<file path="config.mk">
export PLATFORM = sky130hd
export DESIGN_NAME = mul_iter_stage
export DESIGN_NICKNAME = d
export VERILOG_FILES = /design/src/rtl/mul_iter_stage.sv
export SDC_FILE = /design/constraint.sdc
export NUM_CORES = 1
export LEC_CHECK = 0
export CORE_UTILIZATION = 45
export CTS_CLUSTER_DIAMETER = 40
export DETAILED_ROUTE_END_ITERATION = 10
export GPL_ROUTABILITY_DRIVEN = 0
export HOLD_SLACK_MARGIN = 0.06
export PLACE_DENSITY = 0.75
export SLEW_MARGIN = 10
export SYNTH_ARGS = -nofsm -noshare
export SYNTH_HDL_FRONTEND = slang
export SYNTH_SLANG_ARGS = --single-unit
</file>
<file path="constraint.sdc">
create_clock -name clk -period 2.61 [get_ports clk]
set_clock_uncertainty 0.2 [all_clocks]
set_input_delay 0.522 -clock clk [delete_from_list [all_inputs] [get_ports clk]]
set_output_delay 0.522 -clock clk [all_outputs]
set_load 0.05 [all_outputs]
</file>
<file path="src/rtl/mul_iter_stage.sv">
// Iterative shift-and-add multiplier stage: one request in flight, OPERAND_SIZE
// busy cycles, then the low product bits are held in DONE until writeback accepts.
module mul_iter_stage #(
  parameter int OPERAND_SIZE = 32,
  parameter int TAG_SIZE     = 5
) (
  input  logic                    clk,
  input  logic                    reset_n,
  input  logic                    MI_valid,
  input  logic [OPERAND_SIZE-1:0] MI_operand1,
  input  logic [OPERAND_SIZE-1:0] MI_operand2,
  input  logic [TAG_SIZE-1:0]     MI_dest,
  output logic                    MI_stall,
  input  logic                    MI_stall_in,
  output logic [OPERAND_SIZE-1:0] MI_result,
  output logic [TAG_SIZE-1:0]     MI_result_dest,
  output logic                    MI_result_valid
);

  localparam int CNT_W = (OPERAND_SIZE > 1) ? $clog2(OPERAND_SIZE) : 1;
  localparam logic [CNT_W-1:0] CNT_LAST = CNT_W'(OPERAND_SIZE - 1);

  typedef enum logic [1:0] {
    IDLE = 2'd0,
    BUSY = 2'd1,
    DONE = 2'd2
  } state_t;

  state_t                  state_r;
  state_t                  state_nxt_s;
  logic [OPERAND_SIZE-1:0] mcand_r;
  logic [OPERAND_SIZE-1:0] mplier_r;
  logic [OPERAND_SIZE-1:0] acc_r;
  logic [OPERAND_SIZE-1:0] acc_sum_s;
  logic [TAG_SIZE-1:0]     dest_r;
  logic [CNT_W-1:0]        count_r;
  logic                    last_s;

  // Partial-product add for the current multiplier bit; carry-out is dropped.
  always_comb begin
    acc_sum_s = acc_r;
    last_s    = (count_r == CNT_LAST);
    if (mplier_r[0]) begin
      acc_sum_s = acc_r + mcand_r;
    end else begin
      acc_sum_s = acc_r;
    end
  end

  // Next-state logic; no early exit on zero operands so latency is fixed.
  always_comb begin
    state_nxt_s = state_r;
    case (state_r)
      IDLE: begin
        if (MI_valid) begin
          state_nxt_s = BUSY;
        end else begin
          state_nxt_s = IDLE;
        end
      end
      BUSY: begin
        if (last_s) begin
          state_nxt_s = DONE;
        end else begin
          state_nxt_s = BUSY;
        end
      end
      DONE: begin
        if (MI_stall_in) begin
          state_nxt_s = DONE;
        end else begin
          state_nxt_s = IDLE;
        end
      end
      default: state_nxt_s = IDLE;
    endcase
  end

  // State register.
  always_ff @(posedge clk) begin
    if (!reset_n) begin
      state_r <= IDLE;
    end else begin
      state_r <= state_nxt_s;
    end
  end

  // Operand/accumulator datapath and registered result outputs.
  always_ff @(posedge clk) begin
    if (!reset_n) begin
      mcand_r         <= '0;
      mplier_r        <= '0;
      acc_r           <= '0;
      dest_r          <= '0;
      count_r         <= '0;
      MI_result       <= '0;
      MI_result_dest  <= '0;
      MI_result_valid <= 1'b0;
    end else begin
      case (state_r)
        IDLE: begin
          if (MI_valid) begin
            mcand_r  <= MI_operand1;
            mplier_r <= MI_operand2;
            dest_r   <= MI_dest;
            acc_r    <= '0;
            count_r  <= '0;
          end
        end
        BUSY: begin
          acc_r    <= acc_sum_s;
          mcand_r  <= mcand_r << 1;
          mplier_r <= mplier_r >> 1;
          count_r  <= count_r + CNT_W'(1);
          if (last_s) begin
            MI_result       <= acc_sum_s;
            MI_result_dest  <= dest_r;
            MI_result_valid <= 1'b1;
          end
        end
        DONE: begin
          if (!MI_stall_in) begin
            MI_result_valid <= 1'b0;
          end
        end
        default: begin
          MI_result_valid <= 1'b0;
        end
      endcase
    end
  end

  assign MI_stall = (state_r != IDLE);

endmodule

</file>
## After elaboration in Yosys (flattened, before gate mapping)

Index checks and enable logic that the tools add are counted.

- Flip-flop bits (word level): 146
- Input port bits: 73
- Output and inout bits: 39

- Add/subtract/negate cells: 2
- Eq/ne operators: 6
- Muxes and demuxes: 16
- Bitwise logic cells: 1
- Reductions and logical operators: 7

Operators by type and width:

| operator | number |
|---|---|
| one-hot mux 32 bit (2 select lines) | 3 |
| 2-to-1 mux 32 bit | 4 |
| adder 32 bit | 1 |
| one-hot mux 5 bit (2 select lines) | 1 |
| != test 2 bit, second input constant | 3 |
| one-hot mux 2 bit (3 select lines) | 1 |
| AND reduction 2 bit | 3 |
| adder 5 x 1 -> 5 bit, second input constant | 1 |
| equality test 5 bit, second input constant | 1 |
| 2-to-1 mux 5 bit | 1 |
| 2-to-1 mux 2 bit | 2 |
| nonzero test 2 bit | 2 |
| 2-to-1 mux 1 bit | 3 |
| one-hot mux 1 bit (3 select lines) | 1 |
| AND reduction 3 bit | 1 |
| equality test 2 x 1 -> 1 bit, second input constant | 1 |
| equality test 2 bit, second input constant | 1 |
| zero test 2 bit | 1 |
| inverter 1 bit | 1 |

## Logic depth before layout (Yosys ltp)

Gate-level depths: netlist of the first run.

- Word-level depth: 3
- Gate-level depth with buffers: 12

## Worst setup path before layout of the first run

No wires, ideal clock.

- Path kind: reg-to-reg
- Start point: reg mcand_r[0]
- End point: reg MI_result[30]
- Arrival time: 2550 ps
- Required time: 2319 ps
- Path slack: -231 ps
- Cell stages (with the launch flop): 13
- Path buffers: 0
- Cells stage by stage: dfxtp_1 ha_1 fa_1 a21oi_1 o22ai_2 o21ai_2 a21o_1 nand3_1 a221o_2 o221ai_2 o21ai_1 xnor2_1 a311oi_1

- Word-level cells in the longest chain between the ends: 2

Ends and longest elaborated chain:

| element | RTL line | source |
|---|---|---|
| from (decl) | 31 | `logic [OPERAND_SIZE-1:0] mcand_r;` |
| from (signal assigned) | 103 | `mcand_r <= MI_operand1;` |
| from (signal assigned) | 112 | `mcand_r <= mcand_r << 1;` |
| adder 32 bit | 44 | `acc_sum_s = acc_r + mcand_r;` |
| 2-to-1 mux 32 bit | 43 | `if (mplier_r[0]) begin` |
| to (signal assigned) | 116 | `MI_result <= acc_sum_s;` |
| to (decl) | 15 | `output logic [OPERAND_SIZE-1:0] MI_result,` |

No other way between the ends.
A chain may end at the register's enable or synchronous reset.

## Worst setup path in the final report of the first run

Same ends and word-level chain as after synthesis.

==> results of run 1 <==
[sequential cells by signal, indices dropped and copies added (netlist names)]
register,flops
MI_result_dest,5
mcand_r,32
MI_result_valid,1
mplier_r,32
dest_r,5
count_r,5
state_r,2
acc_r,32
MI_result,32
[worst paths after layout]
check	slack [ps]	from	endpoint
setup / recovery	-320	mcand_r[0]	MI_result[30]
setup reg to reg	-320	mcand_r[0]	MI_result[30]
hold / removal	250	dest_r[0]	MI_result_dest[0]
hold reg to reg	250	dest_r[0]	MI_result_dest[0]
[worst min-delay path, delay by kind of cell, from the launching register on]
kind	cells	cell delay [ps]
simple gates	1	50
compound gates	1	50
flops	1	310
[metal layers]
| metal | wire length, um | track usage | vias up | part of all wire |
|---|---|---|---|---|
| met5 | 0 | 0 | - | 0 |
| met4 | 388 | 0.0830 | 0 | 0.019 |
| met3 | 1110 | 0.0649 | 31 | 0.055 |
| met2 | 9820 | 0.406 | 194 | 0.48 |
| met1 | 9000 | 0.312 | 3348 | 0.44 |
| li1 | - | - | 3517 | - |
[report_power, final]
group	total [mW]	internal (mW)	switching (mW)
sequential	2.43	2.35	0.0857
clock	2.40	1.33	1.06
combinational	0.965	0.440	0.525
total	5.80	4.12	1.68
[layout make-up]
cell class / count / area [um2]
tap: 216 / 270
inverter: 9 / 33.8
fill: 1298 / 5750
sequential: 146 / 2930
timing repair buffer: 197 / 1840
clock inverter: 15 / 148
clock buffer: 17 / 425
multi-input combinational: 666 / 4430
[metrics by stage]
| stage | instances | total power, mW | util |
|---|---|---|---|
| after floorplan | 886 | 2.99 | - |
| after global placement | 1223 | 3.36 | 0.571 |
| after detailed placement | 1223 | 3.38 | 0.571 |
| after CTS | 1259 | 5.78 | 0.615 |
| after global routing | 1266 | 6.02 | 0.637 |
| final | 1266 | 5.80 | 0.637 |
[repair_timing]
action / CTS / global route
pin swaps: 18 / 27
setup buffers: 4 / 8
setup endpoints to repair: 14 / 38
gates resized for setup: 16 / 54
[layout by cell type (no fill, tap or decap), types with 4 or more instances in the layout]
cell type | Yosys | layout
a211oi_1 | 11 | 10
nand4_1 | 11 | 11
a21o_1 | 17 | 17
xnor2_1 | 16 | 12
xor2_2 | 0 | 4
inv_6 | 0 | 5
a21oi_2 | 3 | 14
buf_4 | 0 | 76
clkbuf_16 | 0 | 17
dfxtp_2 | 0 | 5
o211ai_1 | 4 | 4
inv_1 | 8 | 8
o21ai_0 | 19 | 18
o21ai_1 | 19 | 14
mux2i_1 | 12 | 12
nor2_1 | 191 | 191
o21ai_2 | 2 | 7
a21oi_1 | 72 | 61
buf_6 | 0 | 4
clkinv_4 | 0 | 4
nand3_1 | 33 | 31
o221ai_1 | 61 | 60
nand2_1 | 57 | 54
buf_12 | 0 | 6
xor2_1 | 12 | 8
clkdlybuf4s50_1 | 0 | 109
a22oi_1 | 9 | 7
ha_4 | 0 | 6
ha_1 | 33 | 25
dfxtp_1 | 146 | 141
a31oi_1 | 17 | 15
and2_1 | 8 | 5
[cell families after synthesis]
| kind of cell | count (synthesis) | synth area share |
|---|---|---|
| flops | 146 | 0.403 |
| compound gates | 266 | 0.255 |
| simple gates | 325 | 0.191 |
| xor+xnor | 28 | 0.0338 |
| mux | 13 | 0.0181 |
| fa+ha+maj | 34 | 0.0597 |
| buf+inv | 74 | 0.0385 |
==> flow_metrics.tcl, run 1 <==
set metrics [dict create \
    synth_area_leaders "dfxtp_1, nor2_1, o221ai_1" \
    detail_route.vias_per_cell 5.60 \
    drc_errors 0 \
    overflow 0 \
    htreeDepth 4 \
    dp_hpwl_um 13000 \
    die_x_um 129 \
    p_leak_nw 3.98 \
    critPathKind "reg2reg" \
    wl_um 20300 \
    wl_per_cell_um 16.0 \
    reg2reg_depth 12 \
    grt_use_total 0.246 \
    grt_start_max_net_pins 99 \
    initial_core_util 0.458 \
    cts_root_buf "clkbuf_16" \
    setup_ws_ps -321 \
    ant_nets 0 \
    cts.sinks 146 \
    die-height_um 129 \
    hold_depth 2 \
    antenna_found_initial 0 \
    start_kind "register" \
    final_hold_viol_count 0 \
    synth_cell_types 61 \
    finalMaxSlewViolations 0 \
    async_flop_share 0 \
    crit_slowest_cell "a221o_2" \
    cts_tree "built" \
    dieArea_mm2 0.0166 \
    min_period_ps 2930 \
    synthFlopType "dfxtp_1" \
    cts_buffers 17 \
    syn_inst 886 \
    required_ps 2750 \
    status "complete, but fails checks" \
    dr.pass1.iters 6 \
    grt_pass1_wl_um 32300 \
    slowest_delay_ps 390 \
    synthTopCellsByCount "nor2_1, dfxtp_1, a21oi_1" \
    hold_path_class "reg2reg" \
    finalCritPeriodShare 1.12 \
    yosysMostFrequentCell "nor2_1" \
    crit_buf_inv 0 \
    max_slew_margin 0.589 \
    drt_iter0_markers 438 \
    postLayoutCellArea_mm2 0.0101 \
    ys_ff_latch 146 \
    grt_pass1_vias 6611 \
    portBuffers 111 \
    fin_setup_tns_ps -2730 \
    critPathCaptureType "register" \
    syn_to_final_growth_pct 39.1 \
    cp_common_cell "o21ai_2" \
    synth-edff-count 0 \
    ys_seq_area_frac 0.403 \
    cp_cell_sequence "ha_4, fa_2, a21oi_2, o22ai_2, o21ai_2, a21o_1, nand3_2, a221o_2, o221ai_4, o21ai_2, xnor2_2, a311oi_1" \
    yosysWarnings 0 \
    drv_cap 0 \
    crit_cells 12 \
    dpl_cell_area_mm2 0.00904 \
    rsz0062_at_grt "yes" \
    clkTransAtPathRegs_ps 70 \
    vdd_ir_drop_max_mv 0.507 \
    syn_avg_cell_area_um2 8.18 \
    arrival_ps 3070 \
    dp_slack_ps -318 \
    clk_latency_ps 430 \
    syn_nets 993 \
    clk_path_buf_depth 2 \
    violations "setup timing" \
    yosysTopAreaCell "dfxtp_1" \
    num_antenna_cells 0 \
    yosys.area.top_type_share 0.403 \
    critPathTopFamily "compound AO/OA/AOI/OAI gates" \
    tightest_slew_ps 615 \
    holdWs_ps 252 \
    pin_count 112 \
    cts_hold_buf 0 \
    max_freq_mhz 341 \
    drive_gt1_frac 0.190 \
    power_density_mw_per_mm2 575 \
    cp_max_fo 2 \
    vias 7090 \
    syn_area_mm2 0.00725 \
    setup_violations 23 \
    row_count 46 \
    layout.nets 1144 \
    core-area_mm2 0.0158 \
]
Power figures use the tool's default switching activity.
==> run 2: changes to the inputs <==
--- a/config.mk
+++ b/config.mk
@@ -15,3 +15,4 @@
 export SYNTH_ARGS = -nofsm -noshare
 export SYNTH_HDL_FRONTEND = slang
 export SYNTH_SLANG_ARGS = --single-unit
+export TNS_END_PERCENT = 50
==> run 2 against run 1 <==
Critical path depth unchanged. Utilization down 0.26 points. Power up 1.0%. Cell count up 0.24%. The run still ends with setup timing left. Worst hold slack better by 1.1 ps. Global-route usage down 0.39 points. Via count up 0.73%. Highest routed layer unchanged. Sequential share of layout area up 0.19 points. Critical endpoint unchanged.
==> flow_metrics.tcl, run 2 (synthesis gave the netlist of run 1 again) <==
set metrics [dict create \
    finalMaxSlewViolations 0 \
    drt_iter0_markers 551 \
    cts_buffers 17 \
    max_slew_margin 0.586 \
    final_cell_mix "nor2_1, dfxtp_1, clkdlybuf4s50_1" \
    rsz0062_at_grt "yes" \
    clkTransAtPathRegs_ps 70 \
    die_x_um 129 \
    tightest_slew_ps 619 \
    hold_path_class "reg2reg" \
    p_int_mw 4.24 \
    cts.sinks 146 \
    min_period_ps 2850 \
    setup_ws_ps -244 \
    overflow 0 \
    power_mw 5.86 \
    power_density_mw_per_mm2 583 \
    pwr-share-clk 0.420 \
    dp_hpwl_um 13000 \
    drv_cap 0 \
    antenna_found_initial 0 \
    wl_um 20300 \
    critPathCaptureType "register" \
    drive_gt1_frac 0.183 \
    initial_core_util 0.458 \
    grt_pass1_wl_um 31900 \
    finalCritPeriodShare 1.09 \
    cts_root_buf "clkbuf_16" \
    critPathKind "reg2reg" \
    clk_latency_ps 440 \
    setup_violations 19 \
    cts_hold_buf 0 \
    seq_power_share 0.416 \
    num_antenna_cells 0 \
    fin_setup_tns_ps -2030 \
    p_comb_frac 0.164 \
    arrival_ps 3000 \
    final_hold_viol_count 0 \
    grt_pass1_vias 6573 \
    dieArea_mm2 0.0166 \
    layout_commonest_cell "nor2_1" \
    cts_tree "built" \
    wl_per_cell_um 16.0 \
    holdWs_ps 253 \
    ant_nets 0 \
    start_kind "register" \
    max_freq_mhz 350 \
    pin_count 112 \
    dr.pass1.iters 5 \
    required_ps 2750 \
    clk_path_buf_depth 2 \
    detail_route.vias_per_cell 5.63 \
    p_sw_frac 0.276 \
    layout.nets 1147 \
    portBuffers 111 \
    die-height_um 129 \
    dp_slack_ps -289 \
    status "complete, but fails checks" \
    violations "setup timing" \
    vias 7142 \
    cp_max_fo 2 \
    syn_to_final_growth_pct 38.6 \
    grt_use_total 0.242 \
    core-area_mm2 0.0158 \
    p_leak_nw 3.97 \
    htreeDepth 4 \
    drc_errors 0 \
    grt_start_max_net_pins 99 \
    row_count 46 \
    p_switching_mw 1.62 \
    vdd_ir_drop_max_mv 0.485 \
]
## run 2: cell count changes in the layout (fill, tap and decap cells not counted), moves of 3 or more
cell	change
dfxtp_1	-4
buf_4	+6
a21oi_1	+5
dfxtp_2	+3
a21oi_2	-6
## run 2: what timing repair did
item	in CTS	in global routing
hold endpoints to repair	0	0
pin swaps	14	27
gates resized for setup	9	52
endpoints found under the setup margin	14	39
buffers inserted	3	11
## run 2: final timing paths
path / startpoint / to / slack (ps) / cells after the start
max: mcand_r[0] / MI_result[30] / -240 / 12
min: dest_r[0] / MI_result_dest[0] / 250 / 2
max reg2reg: mcand_r[0] / MI_result[30] / -240 / 12
min reg2reg: dest_r[0] / MI_result_dest[0] / 250 / 2
## run 2: metal layers
metal / share of wire / global-route usage
met4: 0.023 / 0.103
met5: 0 / 0
met3: 0.053 / 0.0516
met2: 0.48 / 0.393
met1: 0.45 / 0.312
## run 2: power groups by stage
stage	Clock, mW	Sequential, mW	Combinational (mW)
6_report	2.46	2.44	0.959
4_1_cts	2.51	2.43	0.910
5_1_grt	2.58	2.45	1.05
3_5_place_dp	0	2.48	0.898
2_1_floorplan	0	2.46	0.535
3_3_place_gp	0	2.47	0.886
## run 2: area by class of cell
type / count / area (um2)
clock buffer: 19 / 443
clock inverter: 13 / 150
fill: 1332 / 5790
inverter: 9 / 33.8
multi-input combinational: 666 / 4360
sequential: 146 / 2940
tap: 216 / 270
timing repair buffer: 200 / 1850
## run 2: stage by stage
stage          std cells  utilization  instance area, um2
6_report            1269        0.634               10000
5_1_grt             1269        0.634               10000
3_3_place_gp        1223        0.571                9040
2_1_floorplan        886            -                7270
3_5_place_dp        1223        0.571                9040
4_1_cts             1258        0.612                9690
## run 2: critical path: stages (launching register included)
cell	delay (ps)
dfxtp_2	330
ha_4	160
fa_2	390
a21oi_4	150
o22ai_2	100
o21ai_2	150
a21o_1	160
nand3_1	80
a221o_2	390
o221ai_4	170
o21ai_2	80
xnor2_1	140
a311oi_1	240
==> run 3: changes to the inputs <==
--- a/config.mk
+++ b/config.mk
@@ -11,6 +11,7 @@
 export GPL_ROUTABILITY_DRIVEN = 0
 export HOLD_SLACK_MARGIN = 0.06
 export PLACE_DENSITY = 0.75
+export SETUP_SLACK_MARGIN = 0.1
 export SLEW_MARGIN = 10
 export SYNTH_ARGS = -nofsm -noshare
 export SYNTH_HDL_FRONTEND = slang
==> constraint.sdc (replaced) <==
create_clock -name clk -period 2.61 [get_ports clk]
set_clock_uncertainty 0.2 [all_clocks]
set_input_delay 0.261 -clock clk [delete_from_list [all_inputs] [get_ports clk]]
set_output_delay 0.261 -clock clk [all_outputs]
set_load 0.05 [all_outputs]
==> run 3 against run 2 <==
The run still ends with setup timing left. Global-route usage rose by 0.60 points. Combinational power rose by 2.3%. Clock power barely moved. Worst hold slack got worse by 85 ps. Critical path depth rose by 1. Via count rose by 0.77%. First-iteration DRC count fell by 9.6%. Power rose by 0.84%. Sequential power barely moved. Maximum frequency fell by 3.3%. Sequential share of layout area fell by 0.19 points. Largest power group unchanged.
==> flow_metrics.tcl, run 3 (synthesis gave the netlist of run 1 again) <==
set metrics [dict create \
    cts_root_buf "clkbuf_16" \
    detail_route.vias_per_cell 5.65 \
    p_leak_nw 4.00 \
    grt_pass1_wl_um 32900 \
    rrSetupSlack_ps -340 \
    max_freq_mhz 339 \
    grt_start_max_net_pins 99 \
    dr.pass1.iters 5 \
    fin_util 0.640 \
    layout_commonest_cell "nor2_1" \
    clkTransAtPathRegs_ps 60 \
    core-area_mm2 0.0158 \
    final_hold_viol_count 0 \
    power_density_mw_per_mm2 583 \
    die_x_um 129 \
    setup_ws_ps -342 \
    status "complete, but fails checks" \
    r2r_end "MI_result[26]" \
    final_cell_mix "nor2_1, dfxtp_1, clkdlybuf4s50_1" \
    setup_violations 14 \
    cts.sinks 146 \
    finalCritPeriodShare 1.13 \
    critPathCaptureType "register" \
    wl_um 20600 \
    drt_iter0_markers 498 \
    row_count 46 \
    num_antenna_cells 0 \
    grt_pass1_vias 6829 \
    clk_path_buf_depth 2 \
    cts_hold_buf 0 \
    dieArea_mm2 0.0166 \
    slowest_delay_ps 390 \
    finalMaxSlewViolations 0 \
    overflow 0 \
    cts_tree "built" \
    max_slew_margin 0.194 \
    grt_use_total 0.248 \
    critPathTopFamily "compound AO/OA/AOI/OAI gates" \
    die-height_um 129 \
    pin_count 112 \
    arrival_ps 3050 \
    tightest_slew_ps 1200 \
    drive_gt1_frac 0.190 \
    nFillCells 1308 \
    critPathKind "reg2reg" \
    rsz0062_at_grt "yes" \
    crit_buf_inv 2 \
    min_period_ps 2950 \
    reg2reg_from "mcand_r[0]" \
    start_kind "register" \
    clk_latency_ps 430 \
    dp_hpwl_um 13200 \
    cp_max_fo 3 \
    required_ps 2710 \
    syn_to_final_growth_pct 39.7 \
    violations "setup timing" \
    hold_path_class "in2reg" \
    hold_depth 4 \
    portBuffers 111 \
    crit_slowest_cell "fa_2" \
    reg2reg_depth 13 \
    vias 7197 \
    ant_nets 0 \
    dp_slack_ps -296 \
    antenna_found_initial 0 \
    layout.nets 1153 \
    final_cells 1273 \
    hold_start "reset_n" \
    drc_errors 0 \
    vdd_ir_drop_max_mv 0.456 \
    place_inst 1227 \
    htreeDepth 4 \
    initial_core_util 0.458 \
    wl_per_cell_um 16.2 \
    hold_end "dest_r[0]" \
    cp_cell_sequence "ha_4, fa_2, a21oi_4, o22ai_2, o21ai_2, a21o_1, nand3_1, a221o_2, o221ai_4, buf_4, buf_6, xor2_2, o211ai_1" \
    drv_cap 0 \
    cts_buffers 17 \
]
[run 3: final cells by class]
class | instances | area [um2] | share of cell area
inverter | 9 | 33.8 | 0.00334
tap | 216 | 270 | 0.0267
clock inverter | 9 | 133 | 0.0131
multi-input combinational | 666 | 4380 | 0.432
timing repair buffer | 206 | 1910 | 0.188
sequential | 146 | 2940 | 0.291
clock buffer | 21 | 460 | 0.0455
[run 3: worst max path at each step]
stage / start / end / cells past startpoint
6_report: mcand_r[0] / MI_result[26] / 13
2_1_floorplan: mcand_r[0] / MI_result[30] / 12
3_5_place_dp: mcand_r[0] / MI_result[26] / 12
4_1_cts: mcand_r[0] / MI_result[30] / 12
3_3_place_gp: mcand_r[0] / MI_result[26] / 12
5_1_grt: mcand_r[0] / MI_result[30] / 12
[run 3: worst min-delay path, cell delays in order]
cell and delay (ps):
buf_2 130, clkinv_1 70, buf_4 230, a21oi_1 60
[run 3: what timing repair did]
| item | in CTS | in global routing |
|---|---|---|
| setup endpoints to repair | 33 | 44 |
| pin swaps | 27 | 21 |
| gates resized for setup | 34 | 36 |
| buffers inserted | 8 | 8 |
[run 3: stage by stage]
stage                     total power [mW]  hold WS, ps  TNS (ps)  instance area (um2)
after floorplan                       2.99          189      -140                 7270
after global placement                3.35          241      -983                 9040
after detailed placement              3.37          250     -1660                 9040
after CTS                             5.89          155     -1100                 9860
after global routing                  6.13          179     -5030                10100
final                                 5.91          168     -2030                10100
[run 3: power by group]
part	switching, mW	total, mW	leakage (nW)	internal [mW]
clock network	0.944	2.49	0.285	1.54
registers	0.0899	2.44	1.20	2.35
logic	0.529	0.981	2.51	0.452
total	1.56	5.91	4.00	4.34
[run 3: layer usage]
metal  vias up  GRT usage  part of all wire
li1       3537          -                 -
met1      3398      0.316              0.44
met2       227      0.413              0.49
met3        35     0.0565             0.056
met4         0     0.0865             0.017
met5         -          0                 0
